### config.mk
export PLATFORM = sky130hd
export DESIGN_NAME = llki_key_sequencer
export DESIGN_NICKNAME = d
export VERILOG_FILES = /design/src/rtl/llki_pkg.sv /design/src/rtl/llki_seq_timeout.sv /design/src/rtl/llki_key_sequencer.sv
export SDC_FILE = /design/constraint.sdc
export NUM_CORES = 1
export LEC_CHECK = 0
export ABC_AREA = 1
export CELL_PAD_IN_SITES_DETAIL_PLACEMENT = 1
export CELL_PAD_IN_SITES_GLOBAL_PLACEMENT = 2
export CORE_UTILIZATION = 24
export CTS_BUF_LIST = sky130_fd_sc_hd__clkbuf_16
export DETAILED_ROUTE_END_ITERATION = 10
export MAX_ROUTING_LAYER = met4
export PLACE_DENSITY_LB_ADDON = 0.1
export SLEW_MARGIN = 0
export SYNTH_ARGS = -nofsm -noshare
export SYNTH_HDL_FRONTEND = slang
export SYNTH_SLANG_ARGS = --single-unit
### constraint.sdc
create_clock -name clk -period 1.8 [get_ports clk]
set_input_delay 0.36 -clock clk [delete_from_list [all_inputs] [get_ports clk]]
set_output_delay 0.36 -clock clk [all_outputs]
set_load 0.05 [all_outputs]
### src/rtl/llki_pkg.sv
// Shared types and constants for the LLKI key sequencer.
// Latency: n/a (declarations only).
// Backpressure: n/a.
package llki_pkg;

    typedef enum logic [2:0] {
        IDLE,
        FETCH,
        PRESENT,
        WAIT_COMPLETE,
        CLEAR_REQ,
        RESP
    } llki_seq_state_t;

    typedef enum logic [2:0] {
        OK             = 3'd0,
        BAD_LEN        = 3'd1,
        EARLY_COMPLETE = 3'd2,
        TIMEOUT        = 3'd3
    } llki_seq_status_t;

    localparam logic LLKI_SEQ_OP_LOAD  = 1'b0;
    localparam logic LLKI_SEQ_OP_CLEAR = 1'b1;

endpackage

### src/rtl/llki_seq_timeout.sv
// Loadable down-counter that flags when a core-side wait has run out of time.
// Latency: expire is combinational from the count; the count itself is registered.
// Backpressure: none; counts only while enabled and holds at zero.
module llki_seq_timeout #(
    parameter int TIMEOUT_CYCLES = 1024
) (
    input  logic clk,
    input  logic rst,
    input  logic clr,
    input  logic load,
    input  logic en,
    output logic expire
);

    localparam int CW = $clog2(TIMEOUT_CYCLES);
    localparam logic [CW-1:0] START = CW'(TIMEOUT_CYCLES - 1);

    logic [CW-1:0] count;

    always_ff @(posedge clk) begin
        if (rst || clr) begin
            count <= '0;
        end else if (load) begin
            count <= START;
        end else if (en && (count != '0)) begin
            count <= count - CW'(1);
        end
    end

    assign expire = en && (count == '0);

endmodule

### src/rtl/llki_key_sequencer.sv
// Drives LOAD/CLEAR commands and a 64-bit key-word stream into one core's LLKI discrete port.
// Latency: kw accept to llkid_key_valid is 1 cycle; every output is a flop.
// Backpressure: one word in flight; kw_ready only in FETCH, response held until rsp_ready.
module llki_key_sequencer
    import llki_pkg::*;
#(
    parameter int MAX_KEY_WORDS  = 8,
    parameter int TIMEOUT_CYCLES = 1024,
    parameter int LEN_W          = 8
) (
    input  logic             clk,
    input  logic             rst,
    input  logic             cmd_valid,
    output logic             cmd_ready,
    input  logic             cmd_op,
    input  logic [LEN_W-1:0] cmd_num_words,
    input  logic [63:0]      kw_data,
    input  logic             kw_valid,
    output logic             kw_ready,
    output logic             rsp_valid,
    input  logic             rsp_ready,
    output logic [2:0]       rsp_status,
    output logic [63:0]      llkid_key_data,
    output logic             llkid_key_valid,
    input  logic             llkid_key_ready,
    input  logic             llkid_key_complete,
    output logic             llkid_clear_key,
    input  logic             llkid_clear_key_ack
);

    localparam int CNT_W = $clog2(MAX_KEY_WORDS + 1);

    llki_seq_state_t state, state_nxt;
    logic [CNT_W-1:0] word_cnt, word_cnt_nxt;
    logic [CNT_W-1:0] word_len, word_len_nxt;
    logic             cmd_ready_nxt, kw_ready_nxt, rsp_valid_nxt;
    logic             key_valid_nxt, clear_key_nxt;
    logic [2:0]       rsp_status_nxt;
    logic [63:0]      key_data_nxt;
    logic             core_hs, last_word, len_ok;
    logic             timed_cur, timed_nxt, to_expire;

    assign core_hs   = llkid_key_valid && llkid_key_ready;
    assign last_word = (word_cnt + CNT_W'(1)) == word_len;
    assign len_ok    = (cmd_num_words != '0) && (cmd_num_words <= LEN_W'(MAX_KEY_WORDS));

    assign timed_cur = (state == PRESENT) || (state == WAIT_COMPLETE) || (state == CLEAR_REQ);
    assign timed_nxt = (state_nxt == PRESENT) || (state_nxt == WAIT_COMPLETE) ||
                       (state_nxt == CLEAR_REQ);

    llki_seq_timeout #(
        .TIMEOUT_CYCLES(TIMEOUT_CYCLES)
    ) u_timeout (
        .clk    (clk),
        .rst    (rst),
        .clr    (!timed_nxt),
        .load   ((state_nxt != state) || core_hs),
        .en     (timed_cur),
        .expire (to_expire)
    );

    always_comb begin
        state_nxt      = state;
        word_cnt_nxt   = word_cnt;
        word_len_nxt   = word_len;
        cmd_ready_nxt  = cmd_ready;
        kw_ready_nxt   = kw_ready;
        rsp_valid_nxt  = rsp_valid;
        rsp_status_nxt = rsp_status;
        key_data_nxt   = llkid_key_data;
        key_valid_nxt  = llkid_key_valid;
        clear_key_nxt  = llkid_clear_key;

        unique case (state)
            IDLE: begin
                cmd_ready_nxt = 1'b1;
                if (cmd_valid && cmd_ready) begin
                    cmd_ready_nxt = 1'b0;
                    if (cmd_op == LLKI_SEQ_OP_CLEAR) begin
                        state_nxt     = CLEAR_REQ;
                        clear_key_nxt = 1'b1;
                    end else if (len_ok) begin
                        word_len_nxt = cmd_num_words[CNT_W-1:0];
                        word_cnt_nxt = '0;
                        kw_ready_nxt = 1'b1;
                        state_nxt    = FETCH;
                    end else begin
                        rsp_valid_nxt  = 1'b1;
                        rsp_status_nxt = BAD_LEN;
                        state_nxt      = RESP;
                    end
                end
            end

            FETCH: begin
                // A word offered in the same cycle as complete is dropped, not forwarded.
                if (llkid_key_complete) begin
                    kw_ready_nxt   = 1'b0;
                    key_valid_nxt  = 1'b0;
                    rsp_valid_nxt  = 1'b1;
                    rsp_status_nxt = EARLY_COMPLETE;
                    state_nxt      = RESP;
                end else if (kw_valid && kw_ready) begin
                    key_data_nxt  = kw_data;
                    key_valid_nxt = 1'b1;
                    kw_ready_nxt  = 1'b0;
                    state_nxt     = PRESENT;
                end
            end

            PRESENT: begin
                if (core_hs) begin
                    key_valid_nxt = 1'b0;
                    word_cnt_nxt  = word_cnt + CNT_W'(1);
                    if (last_word && llkid_key_complete) begin
                        rsp_valid_nxt  = 1'b1;
                        rsp_status_nxt = OK;
                        state_nxt      = RESP;
                    end else if (last_word) begin
                        state_nxt = WAIT_COMPLETE;
                    end else if (llkid_key_complete) begin
                        rsp_valid_nxt  = 1'b1;
                        rsp_status_nxt = EARLY_COMPLETE;
                        state_nxt      = RESP;
                    end else begin
                        kw_ready_nxt = 1'b1;
                        state_nxt    = FETCH;
                    end
                end else if (llkid_key_complete) begin
                    key_valid_nxt  = 1'b0;
                    rsp_valid_nxt  = 1'b1;
                    rsp_status_nxt = EARLY_COMPLETE;
                    state_nxt      = RESP;
                end else if (to_expire) begin
                    key_valid_nxt  = 1'b0;
                    key_data_nxt   = '0;
                    rsp_valid_nxt  = 1'b1;
                    rsp_status_nxt = TIMEOUT;
                    state_nxt      = RESP;
                end
            end

            WAIT_COMPLETE: begin
                if (llkid_key_complete) begin
                    rsp_valid_nxt  = 1'b1;
                    rsp_status_nxt = OK;
                    state_nxt      = RESP;
                end else if (to_expire) begin
                    rsp_valid_nxt  = 1'b1;
                    rsp_status_nxt = TIMEOUT;
                    state_nxt      = RESP;
                end
            end

            CLEAR_REQ: begin
                if (llkid_clear_key_ack) begin
                    clear_key_nxt  = 1'b0;
                    rsp_valid_nxt  = 1'b1;
                    rsp_status_nxt = OK;
                    state_nxt      = RESP;
                end else if (to_expire) begin
                    clear_key_nxt  = 1'b0;
                    rsp_valid_nxt  = 1'b1;
                    rsp_status_nxt = TIMEOUT;
                    state_nxt      = RESP;
                end
            end

            RESP: begin
                if (rsp_ready) begin
                    rsp_valid_nxt = 1'b0;
                    cmd_ready_nxt = 1'b1;
                    state_nxt     = IDLE;
                end
            end

            default: begin
                state_nxt = IDLE;
            end
        endcase
    end

    always_ff @(posedge clk) begin
        if (rst) begin
            state           <= IDLE;
            word_cnt        <= '0;
            word_len        <= '0;
            cmd_ready       <= 1'b0;
            kw_ready        <= 1'b0;
            rsp_valid       <= 1'b0;
            rsp_status      <= '0;
            llkid_key_data  <= '0;
            llkid_key_valid <= 1'b0;
            llkid_clear_key <= 1'b0;
        end else begin
            state           <= state_nxt;
            word_cnt        <= word_cnt_nxt;
            word_len        <= word_len_nxt;
            cmd_ready       <= cmd_ready_nxt;
            kw_ready        <= kw_ready_nxt;
            rsp_valid       <= rsp_valid_nxt;
            rsp_status      <= rsp_status_nxt;
            llkid_key_data  <= key_data_nxt;
            llkid_key_valid <= key_valid_nxt;
            llkid_clear_key <= clear_key_nxt;
        end
    end

endmodule

==> results of run 1 <==
==> what timing repair did <==
| action | CTS | global route |
|---|---|---|
| cloned | 0 | 12 |
| endpoints found under the setup margin | 84 | 81 |
| pin swaps | 20 | 52 |
| buffers inserted | 8 | 11 |
| gates resized for setup | 67 | 108 |
| endpoints found under the hold margin | 0 | 0 |
==> layout make-up <==
type / count / area (µm²)
clock buffers: 9 / 225
clock inverters: 7 / 51.3
fillers: 2190 / 10200
inverters: 67 / 272
multi-input cells: 447 / 2680
flip-flops and latches: 93 / 1880
well taps: 229 / 287
repair buffers: 266 / 2430
repair inverters: 1 / 16.3
==> metal layers <==
| layer | vias to the layer above | track usage (%) | part of all wire, % |
|---|---|---|---|
| met5 | - | - | 0 |
| met4 | 0 | 5.19 | 1.5 |
| met3 | 21 | 3.76 | 4.6 |
| met2 | 111 | 31.1 | 50 |
| met1 | 2530 | 20.6 | 44 |
| li1 | 2585 | - | - |
==> path summary, 6_finish.rpt <==
path / start / to / slack, ns / depth (start not counted)
hold / removal: rst / state[0] / 0.46 / 4
setup / recovery: state[1] / u_timeout.count[1] / -0.002 / 12
setup reg to reg: state[1] / u_timeout.count[1] / -0.002 / 12
hold reg to reg: llkid_key_data[20] / llkid_key_data[20] / 0.46 / 2
==> Yosys cell counts (2+ instances only) <==
cell                       instances
sky130_fd_sc_hd__a21oi_1          82
sky130_fd_sc_hd__buf_4             8
sky130_fd_sc_hd__buf_6             7
sky130_fd_sc_hd__clkbuf_1         16
sky130_fd_sc_hd__dfxtp_1          93
sky130_fd_sc_hd__ha_1              3
sky130_fd_sc_hd__inv_1            61
sky130_fd_sc_hd__inv_2             4
sky130_fd_sc_hd__nand2_1         164
sky130_fd_sc_hd__nand2_2           6
sky130_fd_sc_hd__nand3_1          99
sky130_fd_sc_hd__nand4_1          12
sky130_fd_sc_hd__nor2_1           35
sky130_fd_sc_hd__nor2_2            4
sky130_fd_sc_hd__nor2_4            4
sky130_fd_sc_hd__nor3_1            6
sky130_fd_sc_hd__o21ai_0          17
sky130_fd_sc_hd__o22ai_1           2
sky130_fd_sc_hd__xor2_1            3
==> logic make-up after synthesis <==
kind of cell | synth area share, %
AO/OA/AOI/OAI | 11.9
XOR/XNOR | 0.791
adder cells (fa/ha/maj) | 0.848
buffers and inverters | 10.5
flip-flops | 42.0
multiplexers | 0.254
AND/OR/NAND/NOR | 33.7
==> flip-flops by register name, summed over array words and instances, names as in the netlist <==
name             flops
cmd_ready            1
kw_ready             1
llkid_clear_key      1
llkid_key_data      64
llkid_key_valid      1
rsp_status           3
rsp_valid            1
state                3
u_timeout.count     10
word_cnt             4
word_len             4
==> critical path: cells and delay by family, from the launching register on <==
kind	cells	cell delay, ns
buffers and inverters	2	0.12
and+or+nand+nor	10	1.20
DFF	1	0.37
==> metrics by stage <==
stage	worst slack [ns]	instance area [µm²]	TNS [ns]	hold slack [ns]	total power (W)
6_report	-0.00235	7840	-0.00235	0.457	0.00843
5_1_grt	-0.101	7840	-4.54	0.467	0.00898
4_1_cts	-0.0287	7100	-0.0287	0.448	0.00802
3_5_place_dp	-0.517	6520	-35.81	0.458	0.00564
3_3_place_gp	-0.478	6520	-31.37	0.450	0.00556
2_1_floorplan	0.104	4430	0	0.443	0.00415
==> power by group <==
part	total, W	internal, W	switching, W
clock network	0.00185	0.000946	0.000908
logic	0.00420	0.00191	0.00229
registers	0.00238	0.00223	0.000147
==> insert_results.sql, run 1 <==
INSERT INTO impl_metrics (metric_group, metric, value, unit) VALUES
('clock_tree', 'clock_tree_from_tritoncts', 'yes', ''),
('drt', 'first_iter_violations', '165', ''),
('layout', 'layout.cells.most_common', 'sky130_fd_sc_hd__buf_4', ''),
('grt', 'overall_overflow_remaining_after_global_route', '0', ''),
('grt', 'grt_start_max_net_pins', '70', ''),
('placed_design', 'port_buffers', '152', ''),
('critical_path', 'worstSetupStartpointType', 'flop', ''),
('critical_path', 'worst-endpoint-arrival', '2.05', 'ns'),
('drt', 'drcViolationCount', '0', ''),
('layout', 'area_growth_syn_to_layout', '77.0', '%'),
('layout', 'layout.cells.most_common_list', '163 x sky130_fd_sc_hd__buf_4, 143 x sky130_fd_sc_hd__nand2_1, 83 x sky130_fd_sc_hd__dfxtp_1', ''),
('drt', 'detailedRoute.firstPassIterationCount', '4', ''),
('pwr', 'p_leak', '3.28', 'nW'),
('pwr', 'pwr_density_cell', '1080', 'mW/mm²'),
('floorplan', 'die_width', '138', 'µm'),
('clock_tree', 'holdBufCountCts', '0', ''),
('yosys', 'netlist.top_cell.by_area', 'sky130_fd_sc_hd__dfxtp_1', ''),
('clock_tree', 'path_clk_slew', '0.07', 'ns'),
('yosys', 'synth_flop_cell', 'sky130_fd_sc_hd__dfxtp_1', ''),
('critical_path', 'crit_path_frequent_cell', 'sky130_fd_sc_hd__nor2_4', ''),
('yosys', 'ys_ff_latch', '93', ''),
('placed_design', 'dpl.cell_count', '1072', ''),
('grt', 'first_pass_grt_wire_length', '25700', 'µm'),
('yosys', 'synth_seq_area_share', '42.0', '%'),
('critical_path', 'critical_path.max_fanout', '7', ''),
('critical_path', 'critPathSlowestCell', 'sky130_fd_sc_hd__dfxtp_4', ''),
('critical_path', 'end_kind', 'flop', ''),
('run_status', 'violations', 'setup timing', ''),
('pwr', 'power.ir.vdd_worst', '859', 'µV'),
('layout', 'final_core_util', '43.5', '%'),
('floorplan', 'die_area', '0.0190', 'mm²'),
('timing', 'hold_viol', '0', ''),
('clock_tree', 'htree_num_levels', '3', ''),
('yosys', 'yosysWarnings', '0', ''),
('floorplan', 'initial_core_util', '24.6', '%'),
('job', 'cap_violations', '0', ''),
('drt', 'wirelength', '18600', 'µm'),
('timing', 'finalWorstPathRequiredPeriod', '1.80', 'ns'),
('clock_tree', 'insertion_delay', '0.35', 'ns'),
('floorplan', 'row_count', '49', ''),
('timing', 'share_of_the_clock_period_used_by_the_worst_path_after_layout', '100', '%'),
('drt', 'vias_per_cell', '4.69', ''),
('yosys', 'async_reset_ff_share', '0', '%'),
('timing', 'worstMarginPinSlew', '0.938', 'ns'),
('drt', 'drt-wirelength-per-cell', '16.6', 'µm'),
('timing', 'fin_skew', '0.00684', 'ns'),
('clock_tree', 'clock-sinks', '93', ''),
('critical_path', 'slowest_delay', '0.37', 'ns'),
('timing', 'slew-limit-headroom', '37.5', '%'),
('grt', 'number_of_antenna_violations_at_the_first_check_in_global_routing', '0', ''),
('yosys', 'net_count_after_synthesis', '724', ''),
('timing', 'rsz0062_at_grt', 'true', ''),
('critical_path', 'crit_chain', 'nor2_4 > nand2_4 > inv_2 > nand2_2 > nor2_4 > nor2_4 > nand4_1 > nand2_2 > nor2_4 > nand3_2 > nand2_1 > inv_1', ''),
('run_status', 'run_status', 'complete, but fails checks', ''),
('yosys', 'synth.avg_cell_area', '6.92', 'µm²'),
('min_path', 'hp-class', 'input pin to flop', ''),
('timing', 'final_critical_path_setup_slack', '-0.00235', 'ns'),
('placed_design', 'detailedPlacementHpwl', '11900', 'µm'),
('yosys', 'count_of_mapped_cells_out_of_synthesis', '640', ''),
('clock_tree', 'num_cts_buffers', '9', ''),
('yosys', 'yosysTopAreaCellShare', '42.0', '%'),
('grt', 'vias_in_the_first_global_route', '5199', ''),
('yosys', 'synth_area', '0.00443', 'mm²'),
('floorplan', 'chipHeight', '138', 'µm'),
('timing', 'final-setup-viol-count', '1', ''),
('layout', 'antenna_diode_count', '0', ''),
('timing', 'final_max_slew_viol_count', '0', ''),
('yosys', 'yosysUniqueCellTypes', '33', ''),
('clock_tree', 'root_buffer', 'sky130_fd_sc_hd__clkbuf_16', ''),
('grt', 'overall_track_demand_over_capacity_in_global_routing', '17.9', '%'),
('floorplan', 'core_area', '0.0180', 'mm²');
No activity file was read; power rests on OpenSTA's default activity.
==> run 2, diff against run 1 <==
- CORE_MARGIN: not set -> 8
- SKIP_LAST_GASP: not set -> 1
==> insert_results.sql, run 2 (synthesized netlist as in run 1, its figures left out) <==
INSERT INTO impl_metrics (metric_group, metric, value, unit) VALUES
('critical_path', 'cp-startpoint', 'word_cnt[0]', ''),
('critical_path', 'critical_path.max_fanout', '8', ''),
('critical_path', 'end_kind', 'flop', ''),
('layout', 'antenna_diode_count', '0', ''),
('drt', 'wirelength', '19100', 'µm'),
('layout', 'layout-drive-gt1-share', '31.1', '%'),
('clock_tree', 'path_clk_slew', '0.07', 'ns'),
('drt', 'postRouteAntennaNets', '0', ''),
('pwr', 'power.ir.vdd_worst', '615', 'µV'),
('timing', 'slew-limit-headroom', '44.2', '%'),
('critical_path', 'reg2reg_to', 'u_timeout.count[7]', ''),
('critical_path', 'worstSetupStartpointType', 'flop', ''),
('critical_path', 'critical_path.reg2reg.startpoint', 'word_cnt[0]', ''),
('grt', 'grt_start_max_net_pins', '70', ''),
('critical_path', 'path_class', 'flop to flop', ''),
('clock_tree', 'htree_num_levels', '3', ''),
('layout', 'post_layout_nonfiller_instances', '1092', ''),
('layout', 'layout_top_registers', 'llkid_key_data (64), u_timeout.count (10)', ''),
('clock_tree', 'holdBufCountCts', '0', ''),
('floorplan', 'row_count', '49', ''),
('grt', 'number_of_antenna_violations_at_the_first_check_in_global_routing', '0', ''),
('layout', 'layout.cells.most_common_list', '144 x sky130_fd_sc_hd__nand2_1, 144 x sky130_fd_sc_hd__buf_4, 92 x sky130_fd_sc_hd__nand3_1', ''),
('grt', 'vias_in_the_first_global_route', '5293', ''),
('pwr', 'p_leak', '3.14', 'nW'),
('clock_tree', 'root_buffer', 'sky130_fd_sc_hd__clkbuf_16', ''),
('placed_design', 'detailedPlacementHpwl', '13200', 'µm'),
('layout', 'multi_input_area', '0.00241', 'mm²'),
('timing', 'final_max_slew_viol_count', '0', ''),
('clock_tree', 'num_cts_buffers', '9', ''),
('critical_path', 'critPathCapture', 'u_timeout.count[7]', ''),
('floorplan', 'die_width', '152', 'µm'),
('critical_path', 'worst_r2r_path_depth', '10', ''),
('layout', 'layout.area.seq', '0.00188', 'mm²'),
('clock_tree', 'insertion_delay', '0.36', 'ns'),
('grt', 'overall_track_demand_over_capacity_in_global_routing', '15.5', '%'),
('drt', 'vias_per_cell', '4.68', ''),
('layout', 'flip_flop_count_of_the_largest_register_after_layout', '64', ''),
('floorplan', 'core_area', '0.0180', 'mm²'),
('pwr', 'pwr_density_cell', '1080', 'mW/mm²'),
('layout', 'max_flop_register', 'llkid_key_data', ''),
('drt', 'drt-wirelength-per-cell', '17.5', 'µm'),
('drt', 'drcViolationCount', '0', ''),
('critical_path', 'worstPathRequired', '2.10', 'ns'),
('layout', 'final_core_util', '40.7', '%'),
('timing', 'worstMarginPinSlew', '0.837', 'ns'),
('drt', 'first_iter_violations', '193', ''),
('placed_design', 'dpl.cell_count', '1053', ''),
('floorplan', 'die_area', '0.0231', 'mm²'),
('layout', 'total_number_of_nets_in_the_final_design', '942', ''),
('layout', 'postLayoutCellArea', '0.00734', 'mm²'),
('drt', 'detailedRoute.firstPassIterationCount', '4', ''),
('critical_path', 'worst-endpoint-arrival', '2.06', 'ns'),
('pwr', 'power.total', '0.00793', 'W'),
('layout', 'filler_cell_count', '2200', ''),
('floorplan', 'ios', '153', ''),
('placed_design', 'port_buffers', '152', ''),
('floorplan', 'chipHeight', '152', 'µm'),
('run_status', 'run_status', 'complete, no violations', ''),
('min_path', 'hp-class', 'input pin to flop', ''),
('placed_design', 'place_congestion', '0.812', ''),
('critical_path', 'r2r_setup_slack', '0.03', 'ns'),
('floorplan', 'initial_core_util', '24.6', '%'),
('layout', 'area_growth_syn_to_layout', '65.8', '%'),
('timing', 'finalWorstPathRequiredPeriod', '1.77', 'ns'),
('clock_tree', 'clock-sinks', '93', ''),
('timing', 'final.setup.tns', '0', 'ns'),
('timing', 'hold_viol', '0', ''),
('drt', 'route.vias.total', '5107', ''),
('timing', 'fin_skew', '0.0107', 'ns'),
('grt', 'overall_overflow_remaining_after_global_route', '0', ''),
('timing', 'final-setup-viol-count', '0', ''),
('placed_design', 'placed_cell_area', '0.00638', 'mm²'),
('grt', 'first_pass_grt_wire_length', '28500', 'µm'),
('timing', 'fmaxAchievable', '566', 'MHz'),
('timing', 'share_of_the_clock_period_used_by_the_worst_path_after_layout', '98.1', '%'),
('job', 'cap_violations', '0', ''),
('clock_tree', 'clock_tree_from_tritoncts', 'yes', ''),
('clock_tree', 'max-clock-path-buffers', '2', ''),
('timing', 'rsz0062_at_grt', 'true', '');
==> run 2: cell types whose count changed in the layout (fill, tap and decap cells not counted), moves of 6 or more <==
cell,before,now
sky130_fd_sc_hd__nand3_1,59,92
sky130_fd_sc_hd__nand3_2,34,6
sky130_fd_sc_hd__a21oi_1,57,76
sky130_fd_sc_hd__a21oi_2,25,6
sky130_fd_sc_hd__buf_4,163,144
sky130_fd_sc_hd__buf_6,9,3
==> run 2: critical path: stages, from the launching register on <==
cell and delay [ns]:
sky130_fd_sc_hd__dfxtp_2 0.34, sky130_fd_sc_hd__ha_4 0.25, sky130_fd_sc_hd__xnor2_2 0.14, sky130_fd_sc_hd__nand2_1 0.07, sky130_fd_sc_hd__nor2_2 0.16, sky130_fd_sc_hd__nand4_1 0.22, sky130_fd_sc_hd__nand2_1 0.15, sky130_fd_sc_hd__nand2_2 0.09
sky130_fd_sc_hd__nand2_4 0.13, sky130_fd_sc_hd__inv_4 0.06, sky130_fd_sc_hd__a21oi_2 0.09
==> run 2: power by group <==
part	internal (W)	switching, W	total (W)	leakage, nW
registers	0.00223	0.000178	0.00241	0.757
logic	0.00157	0.00204	0.00361	2.24
clock network	0.000970	0.000937	0.00191	0.144
total	0.00477	0.00316	0.00793	3.14
==> run 2: metrics by stage <==
stage / worst slack (ns) / hold slack [ns]
detailed placement: -0.387 / 0.458
CTS: -0.0303 / 0.394
global route: -0.0720 / 0.425
global placement: -0.333 / 0.450
floorplan: 0.104 / 0.443
finish: 0.0345 / 0.405
==> run 2: worst min path at each step <==
stage	from	endpoint	slack [ns]	cells past startpoint
3_3_place_gp	rsp_status[2]	rsp_status[2]	0.45	2
3_5_place_dp	llkid_key_data[13]	llkid_key_data[13]	0.46	2
4_1_cts	rst	rsp_valid	0.39	4
2_1_floorplan	word_len[0]	word_len[0]	0.44	2
5_1_grt	rst	state[0]	0.42	4
6_report	rst	rsp_valid	0.40	4
==> run 2: metal layers <==
layer / global-route usage, % / routed length (µm) / vias up
met5: - / 0 / -
met4: 4.43 / 267 / 0
met3: 2.99 / 806 / 14
met2: 26.0 / 9510 / 106
met1: 18.6 / 8490 / 2466
li1: - / - / 2521
==> run 2: layout make-up <==
cell class              instances  area share (%)
clock buffers                   9            3.07
clock inverters                 7           0.886
inverters                      67            3.77
multi-input cells             447            32.8
flip-flops and latches         93            25.6
well taps                     229            3.90
repair buffers                240            29.9
==> run 2: what timing repair did <==
item | CTS | global route
resized for setup | 20 | 87
setup buffers | 2 | 12
pin swaps | 5 | 22
setup endpoints to repair | 82 | 83
cloned | 1 | 8
endpoints found under the hold margin | 0 | 0
